<file path="config.mk">
export PLATFORM = sky130hd
export DESIGN_NAME = pipelined_core
export DESIGN_NICKNAME = d
export VERILOG_FILES = /design/src/rtl/core_pkg.sv /design/src/rtl/core_alu.sv /design/src/rtl/pipelined_core.sv
export SDC_FILE = /design/constraint.sdc
export NUM_CORES = 1
export LEC_CHECK = 0
export ABC_AREA = 1
export BUFFER_PORTS_ARGS = -buffer_cell sky130_fd_sc_hd__buf_2
export CAP_MARGIN = 20
export CORE_ASPECT_RATIO = 1.25
export CORE_UTILIZATION = 40
export DETAILED_ROUTE_END_ITERATION = 7
export HOLD_SLACK_MARGIN = 0.05
export PLACE_DENSITY = 0.55
export SLEW_MARGIN = 15
export SYNTH_ARGS = -nofsm -noshare
export SYNTH_HDL_FRONTEND = slang
export SYNTH_HIERARCHICAL = 1
export SYNTH_SLANG_ARGS = --single-unit
</file>
<file path="constraint.sdc">
create_clock -name clk -period 5.26 [get_ports clk]
set_input_delay 0.789 -clock clk [delete_from_list [all_inputs] [get_ports clk]]
set_output_delay 0.789 -clock clk [all_outputs]
set_load 0.1 [all_outputs]
</file>
<file path="src/rtl/core_pkg.sv">
// Shared types and instruction-field positions for the 2-stage pipelined core.
package core_pkg;

    typedef enum logic [3:0] {
        OP_NOP  = 4'h0,
        OP_ADD  = 4'h1,
        OP_SUB  = 4'h2,
        OP_AND  = 4'h3,
        OP_OR   = 4'h4,
        OP_XOR  = 4'h5,
        OP_SLL  = 4'h6,
        OP_LI   = 4'h7,
        OP_BEQZ = 4'h8,
        OP_JMP  = 4'h9,
        OP_RSVA = 4'hA,
        OP_RSVB = 4'hB,
        OP_RSVC = 4'hC,
        OP_RSVD = 4'hD,
        OP_RSVE = 4'hE,
        OP_HALT = 4'hF
    } opcode_e;

    typedef enum logic [1:0] {
        IDLE = 2'd0,
        RUN  = 2'd1,
        HALT = 2'd2
    } state_e;

    localparam int INSTR_W = 16;
    localparam int OP_MSB  = 15;
    localparam int OP_LSB  = 12;
    localparam int RD_LSB  = 8;
    localparam int RS1_LSB = 4;
    localparam int RS2_LSB = 0;
    localparam int IMM_W   = 8;

endpackage

</file>
<file path="src/rtl/core_alu.sv">
// Combinational ALU covering the register-register opcodes ADD..SLL.
module core_alu
    import core_pkg::*;
#(
    parameter int DATA_W = 16
) (
    input  opcode_e           op,
    input  logic [DATA_W-1:0] a,
    input  logic [DATA_W-1:0] b,
    output logic [DATA_W-1:0] y
);

    always_comb begin
        y = '0;
        case (op)
            OP_ADD:  y = a + b;
            OP_SUB:  y = a - b;
            OP_AND:  y = a & b;
            OP_OR:   y = a | b;
            OP_XOR:  y = a ^ b;
            OP_SLL:  y = a << b[3:0];
            default: y = '0;
        endcase
    end

endmodule

</file>
<file path="src/rtl/pipelined_core.sv">
// Two-stage core: fetch register feeding an execute+writeback stage, with run
// handshake, sticky illegal flag, saturating retire counter and debug read port.
module pipelined_core
    import core_pkg::*;
#(
    parameter  int DATA_W     = 16,
    parameter  int NREGS      = 4,
    parameter  int IMEM_DEPTH = 16,
    parameter  int CNT_W      = 16,
    localparam int PC_W       = $clog2(IMEM_DEPTH),
    localparam int RI_W       = $clog2(NREGS)
) (
    input  logic               clk,
    input  logic               rst,
    input  logic               start,
    output logic [PC_W-1:0]    imem_addr,
    input  logic [INSTR_W-1:0] imem_data,
    output logic               busy,
    output logic               halted,
    output logic               illegal,
    output logic [CNT_W-1:0]   retire_count,
    input  logic [RI_W-1:0]    dbg_addr,
    output logic [DATA_W-1:0]  dbg_data
);

    localparam logic [3:0] FIELD_MASK = 4'((1 << RI_W) - 1);

    state_e               state, state_next;
    logic [PC_W-1:0]      pc, pc_inc, tgt;
    logic [PC_W:0]        tgt_ext;
    logic [INSTR_W-1:0]   if_instr;
    logic                 if_valid;
    logic [DATA_W-1:0]    regs [NREGS];

    opcode_e              op;
    logic [RI_W-1:0]      rd_i, rs1_i, rs2_i;
    logic [DATA_W-1:0]    rd_val, a_val, b_val, alu_y, wr_data;
    logic                 exe, accept, wr_en, take, halt_ex, illegal_ex;

    // Field index bits above RI_W are dropped; unused slots of a non-power-of-2 file read as 0.
    function automatic logic [RI_W-1:0] idx_of(input logic [3:0] field);
        return RI_W'(field & FIELD_MASK);
    endfunction

    function automatic logic reg_ok(input logic [RI_W-1:0] i);
        return 32'(i) < NREGS;
    endfunction

    assign op     = opcode_e'(if_instr[OP_MSB:OP_LSB]);
    assign rd_i   = idx_of(if_instr[RD_LSB +: 4]);
    assign rs1_i  = idx_of(if_instr[RS1_LSB +: 4]);
    assign rs2_i  = idx_of(if_instr[RS2_LSB +: 4]);
    assign rd_val = reg_ok(rd_i)  ? regs[rd_i]  : '0;
    assign a_val  = reg_ok(rs1_i) ? regs[rs1_i] : '0;
    assign b_val  = reg_ok(rs2_i) ? regs[rs2_i] : '0;

    assign dbg_data  = reg_ok(dbg_addr) ? regs[dbg_addr] : '0;
    assign imem_addr = pc;
    assign busy      = (state == RUN);
    assign halted    = (state == HALT);
    assign exe       = (state == RUN) && if_valid;

    // Wrap for non-power-of-2 depths: the raw target is below 2*IMEM_DEPTH, so one subtract suffices.
    assign pc_inc  = (pc == PC_W'(IMEM_DEPTH - 1)) ? '0 : pc + PC_W'(1);
    assign tgt_ext = {1'b0, if_instr[PC_W-1:0]};
    assign tgt     = (tgt_ext >= (PC_W+1)'(IMEM_DEPTH))
                     ? PC_W'(tgt_ext - (PC_W+1)'(IMEM_DEPTH)) : if_instr[PC_W-1:0];

    core_alu #(.DATA_W(DATA_W)) u_alu (
        .op (op),
        .a  (a_val),
        .b  (b_val),
        .y  (alu_y)
    );

    always_ff @(posedge clk or posedge rst) begin
        if (rst) state <= IDLE;
        else     state <= state_next;
    end

    always_comb begin
        state_next = state;
        accept     = 1'b0;
        wr_en      = 1'b0;
        wr_data    = '0;
        take       = 1'b0;
        halt_ex    = 1'b0;
        illegal_ex = 1'b0;
        case (state)
            IDLE, HALT: begin
                if (start) begin
                    state_next = RUN;
                    accept     = 1'b1;
                end
            end
            RUN: begin
                if (exe) begin
                    case (op)
                        OP_ADD, OP_SUB, OP_AND, OP_OR, OP_XOR, OP_SLL: begin
                            wr_en   = 1'b1;
                            wr_data = alu_y;
                        end
                        OP_LI: begin
                            wr_en   = 1'b1;
                            wr_data = DATA_W'($signed(if_instr[IMM_W-1:0]));
                        end
                        OP_BEQZ: take = (rd_val == '0);
                        OP_JMP:  take = 1'b1;
                        OP_HALT: begin
                            halt_ex    = 1'b1;
                            state_next = HALT;
                        end
                        OP_RSVA, OP_RSVB, OP_RSVC, OP_RSVD, OP_RSVE: illegal_ex = 1'b1;
                        default: ;
                    endcase
                end
            end
            default: state_next = IDLE;
        endcase
    end

    always_ff @(posedge clk or posedge rst) begin
        if (rst) begin
            pc           <= '0;
            if_instr     <= '0;
            if_valid     <= 1'b0;
            illegal      <= 1'b0;
            retire_count <= '0;
            for (int unsigned i = 0; i < NREGS; i++) regs[i] <= '0;
        end else if (accept) begin
            pc           <= '0;
            if_valid     <= 1'b0;
            illegal      <= 1'b0;
            retire_count <= '0;
        end else if (state == RUN) begin
            if (exe) begin
                if (retire_count != '1) retire_count <= retire_count + CNT_W'(1);
                if (illegal_ex) illegal <= 1'b1;
                if (wr_en && reg_ok(rd_i)) regs[rd_i] <= wr_data;
            end
            // HALT freezes PC; a taken branch squashes the word fetched behind it.
            if (halt_ex) begin
                if_valid <= 1'b0;
            end else if (take) begin
                pc       <= tgt;
                if_valid <= 1'b0;
            end else begin
                if_instr <= imem_data;
                if_valid <= 1'b1;
                pc       <= pc_inc;
            end
        end
    end

endmodule

</file>
# Yosys cells after proc, flatten, opt, wreduce, memory -nomap -nowiden
# Cells that the tools add are included.
[word_totals]
register_bits = 104
latch_bits = 0
mem_bits_rw = 0
romBits = 0
in_bits = 21
wordCells = 128
mem_count = 0
[classes]
n_addsub = 5
multipliers = 0
n_div = 0
order_cmp = 6
n_eq_ne = 23
n_shift = 1
muxes = 55
n_bitwise = 10
reduce_logical = 18
[ops]
columns = ["op", "count"]
rows = [
  ["two-way mux 16 bit", 15],
  ["binary-select mux 16 bit (select 2 bit)", 4],
  ["one-hot mux 16 bit (6 select lines)", 1],
  ["bitwise mux 64 bit", 1],
  ["== test 4 bit, second input constant", 9],
  ["demux 16 bit (select 2 bit)", 1],
  ["one-hot mux 16 bit (2 select lines)", 1],
  ["two-way mux 4 bit", 6],
  ["two-way mux 1 bit", 21],
  ["adder 16 x 1 -> 16 bit, second input constant", 1],
  ["adder 16 bit", 1],
  ["AND 16 bit", 1],
  ["== test 4 x 3 -> 1 bit, second input constant", 4],
  ["logical NOT 16 bit", 1],
  ["!= test 16 bit, second input constant", 1],
  ["OR 16 bit", 1],
  ["<< shifter 16 x 4 -> 16 bit", 1],
  ["subtractor 16 bit", 1],
  ["XOR 16 bit", 1],
  ["greater-or-equal comparator 3 bit, second input constant", 4],
  ["NOT 2 -> 3 bit", 4],
  ["AND reduction 3 bit", 3],
  ["== test 4 x 2 -> 1 bit, second input constant", 2],
  ["AND reduction 4 bit", 2],
  ["other kinds (21)", 31],
]

# Depth between registers and ports, before layout
[logic_depth]
word_depth = 12
ltp_mapped = 28
mapped_depth_nobuf = 25

# Modules after synthesis
# The synthesis kept the hierarchy.
[by_module_without_submodules]
columns = ["module", "instances", "cells_each", "area_per_inst_um2", "seq_area_each_um2"]
rows = [
  ["pipelined_core", 1, 869, 6028.3, 2552.4],
  ["core_alu", 1, 500, 2892.8, 0.0],
]

# Worst setup path after synthesis
# No wires, ideal clock.
[synth_path]
path_kind = "in2out"
start = "in dbg_addr[0]"
end = "out dbg_data[10]"
t_arrival_ns = 3.201
slack_ns = 1.270
cell_stages = 3
cell_sequence = "clkbuf_1 nor2_1 o21ai_0"
[synth_between]
elab_chain_len = 4
[synth_rtl]
columns = ["element", "line", "source"]
rows = [
  ["start: declaration", "pipelined_core.sv:22", "input logic [RI_W-1:0] dbg_addr,"],
  ["NOT 2 -> 3 bit (implied by the code)", "pipelined_core.sv:57", "assign dbg_data = reg_ok(dbg_addr) ? regs[dbg_addr] : '0;"],
  ["binary-select mux 16 bit (select 2 bit)", "pipelined_core.sv:57", ""],
  ["two-way mux 16 bit (implied by the code) (2 in a row)", "pipelined_core.sv:57", ""],
  ["end: declaration", "pipelined_core.sv:23", "output logic [DATA_W-1:0] dbg_data"],
]
# No other way between the ends. The select of a mux whose other input is x is not followed.

# Final worst setup path
[layout_path]
start = "reg if_instr[0]"
end = "reg regs[45] (netlist bit)"
[layout_between]
elab_chain_len = 10
[layout_rtl]
columns = ["element", "line", "source"]
rows = [
  ["start: declaration", "pipelined_core.sv:31", "logic [INSTR_W-1:0] if_instr;"],
  ["start signal: assignment", "pipelined_core.sv:148", "if_instr <= imem_data;"],
  ["NOT 2 -> 3 bit (implied by the code) *", "pipelined_core.sv:55", "assign b_val = reg_ok(rs2_i) ? regs[rs2_i] : '0;"],
  ["binary-select mux 16 bit (select 2 bit) *", "pipelined_core.sv:55", ""],
  ["two-way mux 16 bit (implied by the code) * (2 in a row)", "pipelined_core.sv:55", ""],
  ["via b_val[1]", "pipelined_core.sv:37", "logic [DATA_W-1:0] rd_val, a_val, b_val, alu_y, wr_data;"],
  ["subtractor 16 bit, or another cell as far along", "core_alu.sv:17", "OP_SUB: y = a - b;"],
  ["one-hot mux 16 bit (6 select lines) *", "core_alu.sv:15", "case (op)"],
  ["via alu_y[13]", "pipelined_core.sv:37", ""],
  ["one-hot mux 16 bit (2 select lines) *", "pipelined_core.sv:98", "case (op)"],
  ["two-way mux 16 bit *", "pipelined_core.sv:97", "if (exe) begin"],
  ["two-way mux 16 bit *", "pipelined_core.sv:89", "case (state)"],
  ["bitwise mux 64 bit *", "pipelined_core.sv:139", "if (wr_en && reg_ok(rd_i)) regs[rd_i] <= wr_data;"],
  ["end signal: indexed assignment", "pipelined_core.sv:139", ""],
  ["end: declaration", "pipelined_core.sv:33", "logic [DATA_W-1:0] regs [NREGS];"],
]
# The timed path passes the listed nets; every way through them passes the cells marked *. The select of a mux whose other input is x is not followed.
# A chain may end at the register's enable or synchronous reset.

==> results.txt <==
Status - completed
Die area - 22910 um^2
Fin. max-slew vios - 0
R2R setup slack - 0.65 ns
CTS tree - yes
Placed insts - 1674
CP max stage cell - dfrtp_1
Hpwl dp - 22780 um
Tcrit/Tclk final - 0.8755
Critical-path cell list - clkinv_1, o21ai_0, o22ai_1, inv_6, ha_1, nand3_1, nor2_2, nor2_1, xor2_1, inv_1, ha_1, nand2_1, inv_1, a21oi_1, nor2_1, nor2_1, nand3_1, nand3_1, nand2_1, a21oi_1, o21ai_0
Post-synth ARST share - 1.000
Number of diodes - 0
Layout area overhead - 8.962%
DRC Markers - 0
Crit start category - flop
Horiz. Die Dim - 135.6 um
Count of cell types in the netlist - 51
Setup violators final - 0
Ys flop type - dfrtp_1
Crit-path max FO - 20
CTS Buf Count - 9
Number of synthesized flops with an enable pin - 0
Vias post-DR - 9215
Storage cell area - 2552 um^2
Fin util - 0.4480
Clk Latency, worst-skew pair - 0.35 ns
CTS sink count - 102
Gr ovfl total - 0
Finished Layout Cells - 1690
Cells after Synth - 1369
Htree depth - 3
Worst Path Arrival - 4.80 ns
Worst-margin pin slew - 1.074 ns
Io pins - 60
Final TNS setup - 0 ns
Die Y - 169.0 um
Required @ worst endpoint - 5.46 ns
Crit. End Element - flop
TritonRoute pass-1 iters - 5
Hold-fix buffers, CTS - 0
Routed wire length - 30590 um
Warnings, synthesis - 6
Final setup skew - 0.01298 ns
First-pass GRT wire length - 47830 um
Clk buf depth - 2
Post-synthesis sequential area ratio - 0.2861
Drt initial violations - 853
Core area - 21700 um^2
DR vias/cell - 5.453
Share of post-route cells with drive strength above 1 - 0.1191
Mapped Area - 8921 um^2
RSZ-0062 raised after global routing - false
Fmax - 217.2 MHz
Largest net degree at the start of global routing - 71
WL per Instance - 18.10 um
Clk slew on worst S/H paths - 0.08 ns
Initial antenna violation count - 0
# Post-CTS Setup Buffers - 0
Hold WC Path Type - flop to flop
Synthesized area per cell - 6.516 um^2
Final min period - 4.605 ns
Fillers - 2324
Initial core utilization - 0.4112
Synthesis-stage register bit count - 102
Post_cts resized - 0
Vias in the first global route - 8816
Fin nets - 1479
Row count - 60
Footprint of the multi-input gates - 5614 um^2
Most frequent cells in the layout - 394 x nand2_1, 196 x nor2_1, 157 x o21ai_0
ANT nets after route - 0
Port buffer count - 57
Headroom to the max-slew limit - 0.2823
Max-Cap Viols - 0
GRT Total Usage - 0.2720
Fin. Hold Viols - 0
Mapped Nets - 1442
Commonest non-fill, non-tap cell in the layout - nand2_1
CTS Root Buffer Type - clkbuf_16
CP max stage delay - 0.60 ns
CP Class - flop to flop
RePlAce Congestion - 0.9301
-- final timing paths --
| kind | startpoint | endpoint | cells past startpoint |
|---|---|---|---|
| min | if_instr[7] | if_instr[7] | 2 |
| max reg2reg | if_instr[0] | regs[45] | 21 |
| max in group asynchronous | rst | regs[10] | 3 |
| max | if_instr[0] | regs[45] | 21 |
| min reg2reg | if_instr[7] | if_instr[7] | 2 |
| min in group asynchronous | rst | retire_count[9] | 2 |
-- metal layers --
metal / vias up / routed length (um) / GRT usage
met1: 4271 / 13420 / 0.3474
li1: 4567 / - / -
met2: 315 / 14740 / 0.4625
met4: 0 / 1064 / 0.1158
met3: 62 / 1372 / 0.02725
met5: - / 0 / 0
-- sequential cells by signal, summed over array words and instances, names as in the netlist --
name,cells
retire_count,16
imem_addr,4
state,2
if_valid,1
if_instr,14
regs,64
illegal,1
-- per-stage QoR --
stage	setup slack (ns)	hold WS [ns]	area [um^2]
floorplan	1.270	0.4419	8921
global placement	0.7766	0.4555	9424
detailed placement	0.7141	0.4605	9424
CTS	0.7105	0.4797	9721
global route	0.2804	0.5151	9721
finish	0.6549	0.4759	9721
-- layout make-up --
class,count,area share
well taps,279,0.03591
inverters,119,0.04788
clock inverters,6,0.006951
flip-flops and latches,102,0.2626
repair buffers,78,0.04557
multi-input cells,1096,0.5776
clock buffers,10,0.02356
-- cells in the mapped netlist, types with 13 or more instances --
cell	n	area (um^2)
ha_1	51	638.1
nand2_1	394	1479
buf_2	13	65.06
o21ai_0	157	785.8
o21ai_2	23	201.4
o21ai_1	14	70.07
dfrtp_1	102	2552
clkbuf_1	23	86.33
nor2_1	196	735.7
nand3_1	80	400.4
inv_1	105	394.1
xor2_1	18	157.7
a21oi_1	40	200.2
o22ai_1	46	287.8
-- logic make-up after synthesis --
| family | Yosys count | share of synthesized area |
|---|---|---|
| mux | 3 | 0.003366 |
| fa+ha+maj | 52 | 0.07377 |
| flops | 102 | 0.2861 |
| buf+inv | 171 | 0.08527 |
| compound gates | 308 | 0.2013 |
| xor+xnor | 21 | 0.02062 |
| simple gates | 712 | 0.3296 |
-- critical path: cells and delay by family, from the launching register on --
| kind | cells | cell delay (ns) |
|---|---|---|
| flops | 1 | 0.60 |
| fa+ha+maj | 2 | 0.56 |
| simple gates | 9 | 1.01 |
| compound gates | 5 | 1.38 |
| buf+inv | 4 | 0.76 |
| xor+xnor | 1 | 0.13 |
Power is left out: the tool's default activity adds up to more than one toggle a clock period on the data nets, which glitch-free logic cannot reach.
